[config.mk]
export PLATFORM = sky130hd
export DESIGN_NAME = nanorv32_tcm_lsu
export DESIGN_NICKNAME = d
export VERILOG_FILES = /design/src/rtl/nanorv32_tcm_lsu_pkg.sv /design/src/rtl/nanorv32_lsu_align.sv /design/src/rtl/nanorv32_tcm_lsu.sv
export SDC_FILE = /design/constraint.sdc
export NUM_CORES = 1
export LEC_CHECK = 0
export BUFFER_PORTS_ARGS = -buffer_cell sky130_fd_sc_hd__buf_2
export CORE_AREA = 2 2 76 78
export DETAILED_ROUTE_END_ITERATION = 10
export DIE_AREA = 0 0 78 80
export GPL_TIMING_DRIVEN = 0
export PLACE_DENSITY = 0.82
export SYNTH_ARGS = -nofsm -noshare
export SYNTH_HDL_FRONTEND = slang
export SYNTH_HIERARCHICAL = 1
export SYNTH_SLANG_ARGS = --single-unit
[constraint.sdc]
create_clock -name clk -period 2.2 [get_ports clk]
set_input_delay 0.44 -clock clk [delete_from_list [all_inputs] [get_ports clk]]
set_output_delay 0.44 -clock clk [all_outputs]
set_load 0.1 [all_outputs]
[src/rtl/nanorv32_tcm_lsu_pkg.sv]
// Shared nanorv32 LSU encodings: access sizes, response FSM states and the
// alignment rule used to reject requests before they reach the TCM.
package nanorv32_tcm_lsu_pkg;

    localparam logic [1:0] NANORV32_SIZE_B = 2'b00;
    localparam logic [1:0] NANORV32_SIZE_H = 2'b01;
    localparam logic [1:0] NANORV32_SIZE_W = 2'b10;

    typedef enum logic [1:0] {
        NANORV32_LSU_IDLE    = 2'b00,
        NANORV32_LSU_RD_RSP  = 2'b01,
        NANORV32_LSU_WR_RSP  = 2'b10,
        NANORV32_LSU_ERR_RSP = 2'b11
    } lsu_state_t;

    // Reserved size or an address not naturally aligned to the access size.
    function automatic logic lsu_is_bad(input logic [1:0] size, input logic [1:0] addr_lo);
        return (size == 2'b11)
            || (size == NANORV32_SIZE_H && addr_lo[0])
            || (size == NANORV32_SIZE_W && addr_lo != 2'b00);
    endfunction

endpackage

[src/rtl/nanorv32_lsu_align.sv]
// Purely combinational lane logic: store byte-enables and lane replication on
// the issue side, lane extraction and sign/zero extension on the response side.
module nanorv32_lsu_align
    import nanorv32_tcm_lsu_pkg::*;
(
    input  logic [1:0]  st_size,
    input  logic [1:0]  st_addr_lo,
    input  logic [31:0] st_wdata,
    output logic [3:0]  lane_mask,
    output logic [31:0] lane_din,
    input  logic [1:0]  ld_size,
    input  logic [1:0]  ld_addr_lo,
    input  logic        ld_unsigned,
    input  logic [31:0] ld_dout,
    output logic [31:0] ld_data
);

    logic [31:0] ld_shifted;
    logic [7:0]  ld_byte;
    logic [15:0] ld_half;

    always_comb begin
        lane_mask = 4'b1111;
        lane_din  = st_wdata;
        case (st_size)
            NANORV32_SIZE_B: begin
                lane_mask = 4'b0001 << st_addr_lo;
                lane_din  = {4{st_wdata[7:0]}};
            end
            NANORV32_SIZE_H: begin
                lane_mask = 4'b0011 << st_addr_lo;
                lane_din  = {2{st_wdata[15:0]}};
            end
            default: begin
                lane_mask = 4'b1111;
                lane_din  = st_wdata;
            end
        endcase
    end

    assign ld_shifted = ld_dout >> {ld_addr_lo, 3'b000};
    assign ld_byte    = ld_shifted[7:0];
    assign ld_half    = ld_addr_lo[1] ? ld_dout[31:16] : ld_dout[15:0];

    always_comb begin
        ld_data = ld_dout;
        case (ld_size)
            NANORV32_SIZE_B: ld_data = {{24{~ld_unsigned & ld_byte[7]}}, ld_byte};
            NANORV32_SIZE_H: ld_data = {{16{~ld_unsigned & ld_half[15]}}, ld_half};
            default:         ld_data = ld_dout;
        endcase
    end

endmodule

[src/rtl/nanorv32_tcm_lsu.sv]
// Load/store initiator for the nanorv32 TCM port: one request per cycle, response one
// cycle after acceptance; loads stall in RD_RSP while the TCM withholds ready.
module nanorv32_tcm_lsu
    import nanorv32_tcm_lsu_pkg::*;
#(
    parameter int ADDR_WIDTH = 12
) (
    input  logic                  clk,
    input  logic                  rst_n,
    input  logic                  req_valid,
    output logic                  req_ready,
    input  logic                  req_we,
    input  logic [1:0]            req_size,
    input  logic                  req_unsigned,
    input  logic [31:0]           req_addr,
    input  logic [31:0]           req_wdata,
    output logic                  rsp_valid,
    output logic [31:0]           rsp_rdata,
    output logic                  rsp_err,
    output logic                  tcm_en,
    output logic [ADDR_WIDTH-1:0] tcm_addr,
    output logic [31:0]           tcm_din,
    output logic [3:0]            tcm_bytesel,
    input  logic [31:0]           tcm_dout,
    input  logic                  tcm_ready_nxt
);

    lsu_state_t  state, state_nxt;
    logic [1:0]  cap_addr_lo;
    logic [1:0]  cap_size;
    logic        cap_unsigned;

    logic        bad;
    logic        can_issue;
    logic        accept;
    logic        rd_done;
    logic [3:0]  lane_mask;
    logic [31:0] lane_din;
    logic [31:0] ld_data;
    logic        unused_addr_hi;

    // Region decode happens upstream; high address bits are intentionally dropped.
    assign unused_addr_hi = ^req_addr[31:ADDR_WIDTH];

    assign bad       = lsu_is_bad(req_size, req_addr[1:0]);
    assign can_issue = (state != NANORV32_LSU_RD_RSP) | tcm_ready_nxt;
    assign req_ready = can_issue & (bad | ~req_we | tcm_ready_nxt);
    assign accept    = req_valid & req_ready;
    assign rd_done   = (state == NANORV32_LSU_RD_RSP) & tcm_ready_nxt;

    assign tcm_en      = req_valid & can_issue & ~bad;
    assign tcm_addr    = req_valid ? req_addr[ADDR_WIDTH-1:0] : '0;
    assign tcm_din     = req_valid ? lane_din : 32'h0;
    assign tcm_bytesel = (tcm_en & req_we) ? lane_mask : 4'b0000;

    assign rsp_valid = (state == NANORV32_LSU_WR_RSP) | (state == NANORV32_LSU_ERR_RSP) | rd_done;
    assign rsp_err   = (state == NANORV32_LSU_ERR_RSP);
    assign rsp_rdata = rd_done ? ld_data : 32'h0;

    nanorv32_lsu_align u_align (
        .st_size     (req_size),
        .st_addr_lo  (req_addr[1:0]),
        .st_wdata    (req_wdata),
        .lane_mask   (lane_mask),
        .lane_din    (lane_din),
        .ld_size     (cap_size),
        .ld_addr_lo  (cap_addr_lo),
        .ld_unsigned (cap_unsigned),
        .ld_dout     (tcm_dout),
        .ld_data     (ld_data)
    );

    always_comb begin
        state_nxt = NANORV32_LSU_IDLE;
        if (accept) begin
            if (bad)         state_nxt = NANORV32_LSU_ERR_RSP;
            else if (req_we) state_nxt = NANORV32_LSU_WR_RSP;
            else             state_nxt = NANORV32_LSU_RD_RSP;
        end else if (state == NANORV32_LSU_RD_RSP && !tcm_ready_nxt) begin
            state_nxt = NANORV32_LSU_RD_RSP;
        end
    end

    always_ff @(posedge clk or negedge rst_n) begin
        if (!rst_n) begin
            state        <= NANORV32_LSU_IDLE;
            cap_addr_lo  <= 2'b00;
            cap_size     <= 2'b00;
            cap_unsigned <= 1'b0;
        end else begin
            state <= state_nxt;
            if (accept && !bad && !req_we) begin
                cap_addr_lo  <= req_addr[1:0];
                cap_size     <= req_size;
                cap_unsigned <= req_unsigned;
            end
        end
    end

endmodule

* After elaboration in Yosys (flattened, before gate mapping)
Cells that the tools add are included.
Storage, ports and cells: flip-flop bits (word level) 7, input port bits 104, output and inout bits 84, logic and storage cells 56
Cells by class: equal/unequal tests 8, shift-type cells 3, muxes and demuxes 12, bitwise gates (word level) 16, reductions and logical operators 13
Operators by type and width (count):
- $pmux 32 s2 | 2
- $mux 32 | 2
- $shr 32x5->8 | 1
- $mux 16 | 1
- $mux 12 | 1
- $and 1x1->1 | 8
- $eq 2x2->1 const B | 4
- $pmux 4 s2 | 1
- $eq 2x1->1 const B | 3
- $mux 2 | 3
- $logic_and 1x1->1 | 5
- $or 1x1->1 | 5
- $logic_not 2->1 | 2
- $mux 4 | 1
- $shl 1x2->4 const A | 1
- $shl 2x2->4 const A | 1
- $logic_not 1->1 | 3
- $not 1->1 | 3
- $logic_or 1x1->1 | 2
- $ne 2x1->1 const B | 1
- $reduce_bool 2->1 | 1
- $mux 1 | 1

* Longest topological paths before layout
Gate-level depths: netlist (run 1).
depth after elaboration 10, depth in mapped cells 6, mapped depth without buffers 5

* Cells and area by module
The synthesis (run 1) kept the hierarchy.
Modules (own cells, without submodules):
- nanorv32_lsu_align | instances 1, cells an instance 157, area an instance 1173.6 µm², seq. area each 0.0 µm²
- nanorv32_tcm_lsu | instances 1, cells an instance 122, area an instance 902.1 µm², seq. area each 175.2 µm²

* Worst setup path before layout (run 1)
OpenSTA, ideal clock, no wires.
path type in2out, start point in req_size[1], end point out tcm_bytesel[0], arrival time 2.349 ns, data required time 1.760 ns, slack -0.589 ns, cell stages on the path 5, buffers on the path 2, path through buf_2 -> clkbuf_1 -> o21bai_1 -> inv_1 -> nor2_1
Between the ends: elaborated cells on any way between the ends 13, classes of those cells 3 x eq/ne; 2 x mux; 3 x bitwise; 5 x reduce/logical
RTL lines:
- start, declared | line nanorv32_tcm_lsu.sv:13 | input logic [1:0] req_size,
- $eq 2x1->1 / $logic_not 2->1 (equally long branches) | line nanorv32_lsu_align.sv:25 | case (st_size)
- $pmux 4 s2 (*) | line nanorv32_lsu_align.sv:25
- via lane_mask[0] | line nanorv32_tcm_lsu.sv:37 | logic [3:0] lane_mask;
- $mux 4 (*) | line nanorv32_tcm_lsu.sv:54 | assign tcm_bytesel = (tcm_en & req_we) ? lane_mask : 4'b0000;
- end, declared | line nanorv32_tcm_lsu.sv:23 | output logic [3:0] tcm_bytesel,
Mark *: on every way through the listed nets, which the timed path passes. The rest lies on a longest branch.

* Final worst setup path (run 1)
start point reg cap_size[1], end point out rsp_rdata[13]
Between the ends: cells in the longest elaborated chain, start to end 3, elaborated cells on any way between the ends 4, classes of those cells 1 x eq/ne; 2 x mux; 1 x reduce/logical
Ends and longest elaborated chain:
- start, declared | line nanorv32_tcm_lsu.sv:30 | logic [1:0] cap_size;
- start signal, assigned | line nanorv32_tcm_lsu.sv:94 | cap_size <= req_size;
- $eq 2x1->1 / $logic_not 2->1 (equally long branches) | line nanorv32_lsu_align.sv:47 | case (ld_size)
- $pmux 32 s2 (*) | line nanorv32_lsu_align.sv:47
- via ld_data[13] | line nanorv32_tcm_lsu.sv:39 | logic [31:0] ld_data;
- $mux 32 (*) | line nanorv32_tcm_lsu.sv:58 | assign rsp_rdata = rd_done ? ld_data : 32'h0;
- end, declared | line nanorv32_tcm_lsu.sv:18 | output logic [31:0] rsp_rdata,
Marked as above.

==> flow_summary.json, run 1 <==
{
  "port_buffers": 167,
  "setup_ws_ns": -0.206,
  "dr.pass1.iters": 6,
  "cp_cell_sequence": "or2_1, buf_6, nor3b_4, a221o_1, and2_4, buf_12",
  "synth_top_family_by_area": "simple AND/OR/NAND/NOR gates",
  "insertion_delay_ns": 0.22,
  "clock_path_buffers": 2,
  "post-route-drc-count": 0,
  "worst_setup_path_end_kind": "output pin",
  "htree_levels": 1,
  "grt_pass1_vias": 2949,
  "crit_arrival_ns": 1.97,
  "synthArstFlopShare": 1.00,
  "io_pins": 188,
  "totalWireLength_mm": 9.71,
  "synth_edf_count": 0,
  "clk_pin_slew_ns": 0.04,
  "tightest_slew_ns": 0.508,
  "syn_area_per_cell_um2": 7.44,
  "powerDensity_nw_per_um2": 697,
  "fill_cells": 363,
  "antenna_cells": 0,
  "rrSetupSlack_ns": 0.66,
  "grt_overflow": 0,
  "synth_compound_area_frac": 0.224,
  "ys.flop_type": "dfrtp_1",
  "seq_area_frac_synth": 0.0844,
  "synthAdderAreaFrac": 0,
  "synthMuxAreaShare": 0.221,
  "tritoncts": "done",
  "yosys.area_share.xor_xnor": 0,
  "cts_root_buffer": "clkbuf_8",
  "ys_ff_latch": 7,
  "crit_path_max_incr_delay_ns": 0.45,
  "fmax_ghz": 0.416,
  "p_leak_nw": 1.97,
  "period_minus_slack_ns": 2.41,
  "skew_ns": 0.00134,
  "cts_sinks": 7,
  "required_ns": 1.76,
  "hold_class": "input port to asynchronous set/reset pin",
  "grt_pass1_wl_mm": 14.3,
  "start_util": 0.384,
  "critical_path_class": "flip-flop to output pin",
  "worst_hold_slack_ns": 0.0388,
  "vias": 3019,
  "critical_path.startpoint_type": "flip-flop",
  "setup_viol": 33,
  "synth_cell_type_count": 40,
  "antenna_found_initial": 0,
  "yosys.area_share.simple": 0.373,
  "postRouteAntennaNets": 0,
  "slew_viol_final": 0,
  "first_iter_violations": 165,
  "slowest_stage": "dfrtp_2",
  "relSlewSlack": 0.664,
  "worst-path-buf-inv": 2,
  "wire_per_inst_um": 18.3,
  "period_share": 1.09,
  "rsz0062_at_grt": "true",
  "synthToLayoutAreaGrowth_pct": 91.4,
  "irDropWorstVdd_uv": 369,
  "violations": "setup timing",
  "fin_util": 0.735,
  "rows": 27,
  "syn-num-nets": 383,
  "drive_gt1_frac": 0.687,
  "place_congestion": 0.924,
  "max_cap_violations": 0,
  "status": "finished, violations left",
  "mostFrequentLayoutCell": "buf_2",
  "regArea_um2": 178,
  "cp_top_family": "simple AND/OR/NAND/NOR gates",
  "layout.nets": 562,
  "die_width_um": 78,
  "via_per_inst": 5.71,
  "placeableCoreArea_um2": 5410,
  "syn_area_um2": 2080,
  "grt_usage": 0.282,
  "postSynthCellCount": 279,
  "cts_buffers": 3,
  "dpl.hpwl_mm": 6.34,
  "final_cell_mix": "105 x buf_2, 37 x buf_4, 31 x buf_12",
  "cp_max_fo": 8,
  "hold_viol": 0,
  "yosys_warnings": 6,
  "grt_max_degree": 11,
  "dieArea_um2": 6240,
  "die_h_um": 80,
  "multiInputGateArea_um2": 1910
}
==> logic make-up (layout without fill, tap and decap cells) <==
| family | after synthesis | in the layout |
|---|---|---|
| and+or+nand+nor | 131 | 131 |
| AOI/OAI and AO/OA | 63 | 63 |
| muxes | 40 | 40 |
| buffers and inverters | 38 | 216 |
| DFF | 7 | 7 |
==> registers in the layout, summed over array words and instances, names as in the netlist <==
| name | cells |
|---|---|
| cap_addr_lo | 2 |
| cap_size | 2 |
| cap_unsigned | 1 |
| state | 2 |
==> layout make-up <==
cell class / count / area share
Buffer: 29 / 0.0529
Clock buffer: 4 / 0.0113
Inverter: 8 / 0.00819
Timing Repair Buffer: 175 / 0.378
Sequential cell: 7 / 0.0447
Tap cell: 72 / 0.0227
Multi-Input combinational cell: 234 / 0.482
==> synth_stat cells, types with 2 or more instances <==
cell type	count	area, um2
inv_1	7	26.3
o21bai_1	2	15.0
buf_6	3	33.8
nor2_1	8	30.0
clkbuf_1	12	45.0
buf_4	8	60.1
a21oi_1	3	15.0
a22o_1	8	70.1
o221a_2	4	45.0
nand2b_1	3	18.8
buf_1	2	7.51
buf_2	4	20.0
dfrtp_1	7	175
mux2i_1	12	120
and2_1	76	475
a221o_1	12	120
nand2_1	30	113
a21o_1	2	15.0
o21ai_0	27	135
mux2_2	26	293
and4b_1	4	40.0
==> worst paths after layout <==
| path | from | endpoint | cells past startpoint |
|---|---|---|---|
| worst max-delay path | cap_size[1] | rsp_rdata[13] | 6 |
| worst min-delay path | rst_n | cap_unsigned | 1 |
| worst max register to register | state[1] | cap_addr_lo[0] | 3 |
| worst min register to register | cap_unsigned | cap_unsigned | 1 |
| max in group asynchronous | rst_n | cap_size[1] | 1 |
| min in group clk | tcm_ready_nxt | state[0] | 2 |
==> where the power goes <==
| group | internal, mW | switching, mW | total [mW] |
|---|---|---|---|
| registers | 0.159 | 0.0326 | 0.192 |
| clock network | 0.125 | 0.0481 | 0.173 |
| logic | 0.905 | 1.50 | 2.40 |
==> stage by stage <==
| step | total power [mW] | cells | cell area [um2] | setup TNS (ns) | worst slack (ns) |
|---|---|---|---|---|---|
| 2_1_floorplan | 1.69 | 279 | 2150 | -0.441 | -0.147 |
| 3_3_place_gp | 1.99 | 518 | 3080 | -7.30 | -0.210 |
| 3_5_place_dp | 2.01 | 518 | 3080 | -8.97 | -0.222 |
| 4_1_cts | 2.58 | 530 | 3820 | -3.00 | -0.195 |
| 5_1_grt | 2.87 | 529 | 3970 | -4.03 | -0.244 |
| 6_report | 2.77 | 529 | 3970 | -2.70 | -0.206 |
==> what timing repair did <==
action / in CTS / in global routing
setup buffers: 7 / 0
gates cloned: 1 / 0
setup endpoints to repair: 64 / 65
gates resized for setup: 220 / 51
pin swaps: 3 / 5
hold buffers: 0 / 0
==> per-layer routing <==
metal / GRT usage / vias to the layer above / wire length, um
met5: 0 / - / 0
met4: 0.139 / 0 / 538
met2: 0.563 / 249 / 5090
met3: 0.0577 / 63 / 902
met1: 0.273 / 1381 / 3180
li1: - / 1326 / -
(Power assumes the default switching activity.)
==> run 2: changes to the inputs <==
==> constraint.sdc (replaced) <==
create_clock -name clk -period 2.2 [get_ports clk]
set_input_delay 0.55 -clock clk [delete_from_list [all_inputs] [get_ports clk]]
set_output_delay 0.55 -clock clk [all_outputs]
set_load 0.1 [all_outputs]
==> run 2 against run 1 <==
Effect of this change: the run still ends with setup timing left; combinational power grew 10%; clock skew shrank 0.0011 ns; die area is the same; largest power group unchanged; highest routed layer unchanged.
==> flow_summary.json, run 2 (synthesis gave the netlist of run 1 again) <==
{
  "status": "finished, violations left",
  "violations": "setup timing",
  "first_iter_violations": 338,
  "htree_levels": 1,
  "final_cell_mix": "93 x buf_2, 49 x buf_12, 44 x buf_6",
  "layout.nets": 586,
  "io_pins": 188,
  "via_per_inst": 5.98,
  "period_share": 1.17,
  "mostFrequentLayoutCell": "buf_2",
  "slowest_stage": "mux4_2",
  "clk_pin_slew_ns": 0.04,
  "slew_viol_final": 0,
  "pwr-share-clk": 0.060,
  "totalWireLength_mm": 12.8,
  "rrSetupSlack_ns": 0.61,
  "skew_ns": 0.000208,
  "combPwrFrac": 0.879,
  "cp_max_fo": 5,
  "drive_gt1_frac": 0.734,
  "cts_buffers": 3,
  "wire_per_inst_um": 23.2,
  "cts_root_buffer": "clkbuf_8",
  "dr.pass1.iters": 5,
  "r2r.worst_path.cells": 3,
  "hold_class": "input port to asynchronous set/reset pin",
  "worst_hold_slack_ns": 0.142,
  "synthToLayoutAreaGrowth_pct": 123,
  "post-route-drc-count": 0,
  "vias": 3308,
  "grt_pass1_vias": 3122,
  "p_sw_mw": 1.69,
  "clock_path_buffers": 2,
  "antenna_cells": 0,
  "max_cap_violations": 0,
  "critical_path.startpoint_type": "input port",
  "rows": 27,
  "reg2reg_to": "cap_addr_lo[1]",
  "place_congestion": 0.908,
  "die_width_um": 78,
  "grt_usage": 0.312,
  "setup_ws_ns": -0.371,
  "die_h_um": 80,
  "port_buffers": 167,
  "crit_path_max_incr_delay_ns": 0.48,
  "layoutNonFillerInstCount": 553,
  "worstReg2RegStart": "state[1]",
  "insertion_delay_ns": 0.23,
  "tightest_slew_ns": 0.519,
  "relSlewSlack": 0.656,
  "period_minus_slack_ns": 2.57,
  "worst_setup_path_end_kind": "output pin",
  "required_ns": 1.65,
  "cp_cell_sequence": "buf_6, mux4_2, nor3b_4, buf_6, a221o_1, and2_4, buf_12",
  "grt_overflow": 0,
  "powerDensity_nw_per_um2": 652,
  "setup_viol": 48,
  "cts_sinks": 7,
  "placeableCoreArea_um2": 5410,
  "postRouteAntennaNets": 0,
  "dp.cells": 518,
  "p_int_mw": 1.33,
  "critical_path_class": "input port to output pin",
  "dpl.hpwl_mm": 6.33,
  "fmax_ghz": 0.389,
  "crit_arrival_ns": 2.02,
  "crit_path_frequent_cell": "buf_6",
  "rsz0062_at_grt": "true",
  "top_regs": "cap_addr_lo x2, cap_size x2, state x2",
  "dieArea_um2": 6240,
  "hold_viol": 0,
  "power.share.switching": 0.559,
  "grt_max_degree": 11,
  "seqPwrFrac": 0.061,
  "grt_pass1_wl_mm": 15.2,
  "p_leak_nw": 2.26,
  "tritoncts": "done",
  "irDropWorstVdd_uv": 470,
  "start_util": 0.384,
  "antenna_found_initial": 0
}
==> run 2: power by group through the flow <==
stage	registers, mW	logic, mW	clock network (mW)
after floorplan	0.178	1.54	0
after global placement	0.185	1.83	0
after detailed placement	0.187	1.85	0
after CTS	0.184	2.23	0.184
after global routing	0.186	2.72	0.191
final	0.183	2.65	0.181
==> run 2: metrics by stage <==
stage                     total power [mW]   util  TNS, ns  area (um2)  setup WS [ns]
after floorplan                       1.71      -  -0.0177        2220       -0.00222
after global placement                2.01  0.582   -20.20        3140         -0.384
after detailed placement              2.03  0.582   -20.96        3140         -0.380
after CTS                             2.60  0.757    -7.87        4090         -0.315
after global routing                  3.09  0.856   -10.07        4630         -0.427
final                                 3.02  0.856    -8.51        4630         -0.371
==> run 2: worst max-delay path by stage <==
stage,to,startpoint,slack [ns],cells after the start
after floorplan,rsp_rdata[10],tcm_dout[31],-0.002,4
after global placement,rsp_rdata[15],tcm_dout[31],-0.38,6
after detailed placement,rsp_rdata[14],tcm_dout[31],-0.38,6
after CTS,rsp_rdata[14],cap_addr_lo[0],-0.31,6
after global routing,rsp_rdata[8],cap_addr_lo[0],-0.43,6
final,rsp_rdata[8],tcm_dout[23],-0.37,7
==> run 2: repair_timing <==
item / in CTS / in global routing
pin swaps: 3 / 11
resized for setup: 236 / 142
buffers inserted: 17 / 13
setup endpoints to repair: 71 / 72
cloned: 1 / 1
hold buffers: 0 / 0
==> run 2: cell type report <==
type	instances	area [um2]
multi-input cells	234	2010
inverters	8	37.5
well taps	72	90.1
flip-flops and latches	7	176
fillers	259	777
repair buffers	199	2040
clock buffers	4	45.0
plain buffers	29	228
==> run 2: critical path: cells and delay by family <==
family | cells | cell delay, ns
muxes | 1 | 0.48
AOI/OAI and AO/OA | 1 | 0.26
and+or+nand+nor | 2 | 0.33
buffers and inverters | 3 | 0.39
==> run 2: routing by layer <==
metal / GRT usage / up-vias / wire length (um)
li1: - / 1384 / -
met1: 0.301 / 1542 / 4080
met2: 0.602 / 294 / 6640
met3: 0.0633 / 88 / 1140
met4: 0.195 / 0 / 959
met5: 0 / - / 0
==> run 3: changes to the inputs <==
CORE_AREA = 2 2 70 85   (was 2 2 76 78)
DIE_AREA = 0 0 72 87   (was 0 0 78 80)
GPL_ROUTABILITY_DRIVEN = 0   (was default)
==> run 3 against run 2 <==
Effect of this change: the flow still finishes with violations (setup timing); critical path depth is the same; non-clock buffer count decreased by 4; via count is 0.45% higher; largest cell class unchanged.
==> flow_summary.json, run 3 (synthesis gave the netlist of run 1 again) <==
{
  "cts_sinks": 7,
  "grt_overflow": 0,
  "port_buffers": 167,
  "cp_max_fo": 7,
  "relSlewSlack": 0.665,
  "rows": 30,
  "hold_class": "input port to asynchronous set/reset pin",
  "insertion_delay_ns": 0.22,
  "period_minus_slack_ns": 2.59,
  "fmax_ghz": 0.386,
  "first_iter_violations": 344,
  "worst_setup_path_end_kind": "output pin",
  "critical_path.startpoint_type": "input port",
  "power.total_mw": 3.03,
  "final.setup.tns_ns": -9.02,
  "fin_area_um2": 4560,
  "cts_buffers": 3,
  "dp.cells": 510,
  "post-route-drc-count": 0,
  "dpl_cell_area_um2": 3130,
  "io_pins": 188,
  "synthToLayoutAreaGrowth_pct": 120,
  "totalWireLength_mm": 12.5,
  "dr.pass1.iters": 5,
  "status": "finished, violations left",
  "violations": "setup timing",
  "layoutNonFillerInstCount": 541,
  "grt_max_degree": 11,
  "crit_arrival_ns": 2.04,
  "fin_util": 0.826,
  "htree_levels": 1,
  "drive_gt1_frac": 0.730,
  "top_regs": "cap_addr_lo x2, cap_size x2, state x2",
  "dieArea_um2": 6260,
  "die_h_um": 87,
  "start_util": 0.376,
  "slew_viol_final": 0,
  "antenna_cells": 0,
  "period_share": 1.18,
  "vias": 3323,
  "die_width_um": 72,
  "clock_path_buffers": 2,
  "hold_viol": 0,
  "max_cap_violations": 0,
  "grt_pass1_vias": 3284,
  "setup_ws_ns": -0.391,
  "rsz0062_at_grt": "true",
  "layout.nets": 582,
  "wire_per_inst_um": 23.2,
  "required_ns": 1.65,
  "critical_path_class": "input port to output pin",
  "tritoncts": "done",
  "dpl.hpwl_mm": 6.63,
  "irDropWorstVdd_uv": 363,
  "setup_viol": 45,
  "grt_pass1_wl_mm": 17.3,
  "postRouteAntennaNets": 0,
  "cts_root_buffer": "clkbuf_8",
  "grt_usage": 0.357,
  "tightest_slew_ns": 0.506,
  "clk_pin_slew_ns": 0.04,
  "placeableCoreArea_um2": 5520,
  "antenna_found_initial": 0,
  "powerDensity_nw_per_um2": 664,
  "mostFrequentLayoutCell": "buf_2",
  "via_per_inst": 6.14,
  "skew_ns": 0.00135,
  "final_cell_mix": "89 x buf_2, 47 x buf_12, 41 x and2_4",
  "p_leak_nw": 2.22
}
## run 3: cell types whose count changed in the layout (fill, tap and decap cells not counted), sizes merged
cell and change:
clkdlybuf4s15 -1, clkbuf +6, buf -9
## run 3: area by class of cell
type	instances	area [um2]
multi-input cells	234	2010
repair buffers	194	1980
fillers	252	958
plain buffers	30	243
flip-flops and latches	7	176
well taps	64	80.1
clock buffers	4	45.0
inverters	8	30.0
## run 3: final timing paths
path	from	end	slack [ns]	cells past startpoint
setup reg to reg	state[1]	cap_addr_lo[1]	0.68	3
hold / removal	rst_n	cap_unsigned	0.15	1
hold reg to reg	cap_unsigned	cap_unsigned	0.49	1
max in group asynchronous	rst_n	cap_size[1]	1.88	1
min in group clk	cap_unsigned	cap_unsigned	0.49	1
setup / recovery	tcm_dout[31]	rsp_rdata[12]	-0.39	7
## run 3: worst max-delay path, cell delays in order
cell	delay, ns
buf_8	0.10
mux4_2	0.47
nor3b_4	0.18
buf_6	0.14
a221o_1	0.28
and2_4	0.16
buf_12	0.16
## run 3: repair_timing
item                       CTS  global route
setup endpoints to repair   73            72
resized for setup          292            79
pin swaps                    6            13
buffers inserted            21             6
hold buffers                 0             0
gates cloned                 1             0
## run 3: stage by stage
step	setup slack (ns)	hold slack [ns]
4_1_cts	-0.325	0.153
6_report	-0.391	0.151
3_5_place_dp	-0.443	0.387
3_3_place_gp	-0.421	0.384
5_1_grt	-0.427	0.153
2_1_floorplan	-0.00222	0.254
## run 3: report_power, final
| group | internal, mW | leakage [nW] | switching [mW] | total (mW) |
|---|---|---|---|---|
| Sequential | 0.158 | 0.0828 | 0.0277 | 0.186 |
| Combinational | 1.05 | 2.12 | 1.62 | 2.67 |
| Clock | 0.125 | 0.0228 | 0.0518 | 0.177 |
| Total | 1.33 | 2.22 | 1.70 | 3.03 |
## run 3: layer usage
metal  vias to the layer above  track usage  wire, um
met5                         -            0         0
met1                      1550        0.360      4150
met4                         0        0.194       840
li1                       1374            -         -
met3                        79       0.0903      1330
met2                       320        0.662      6230
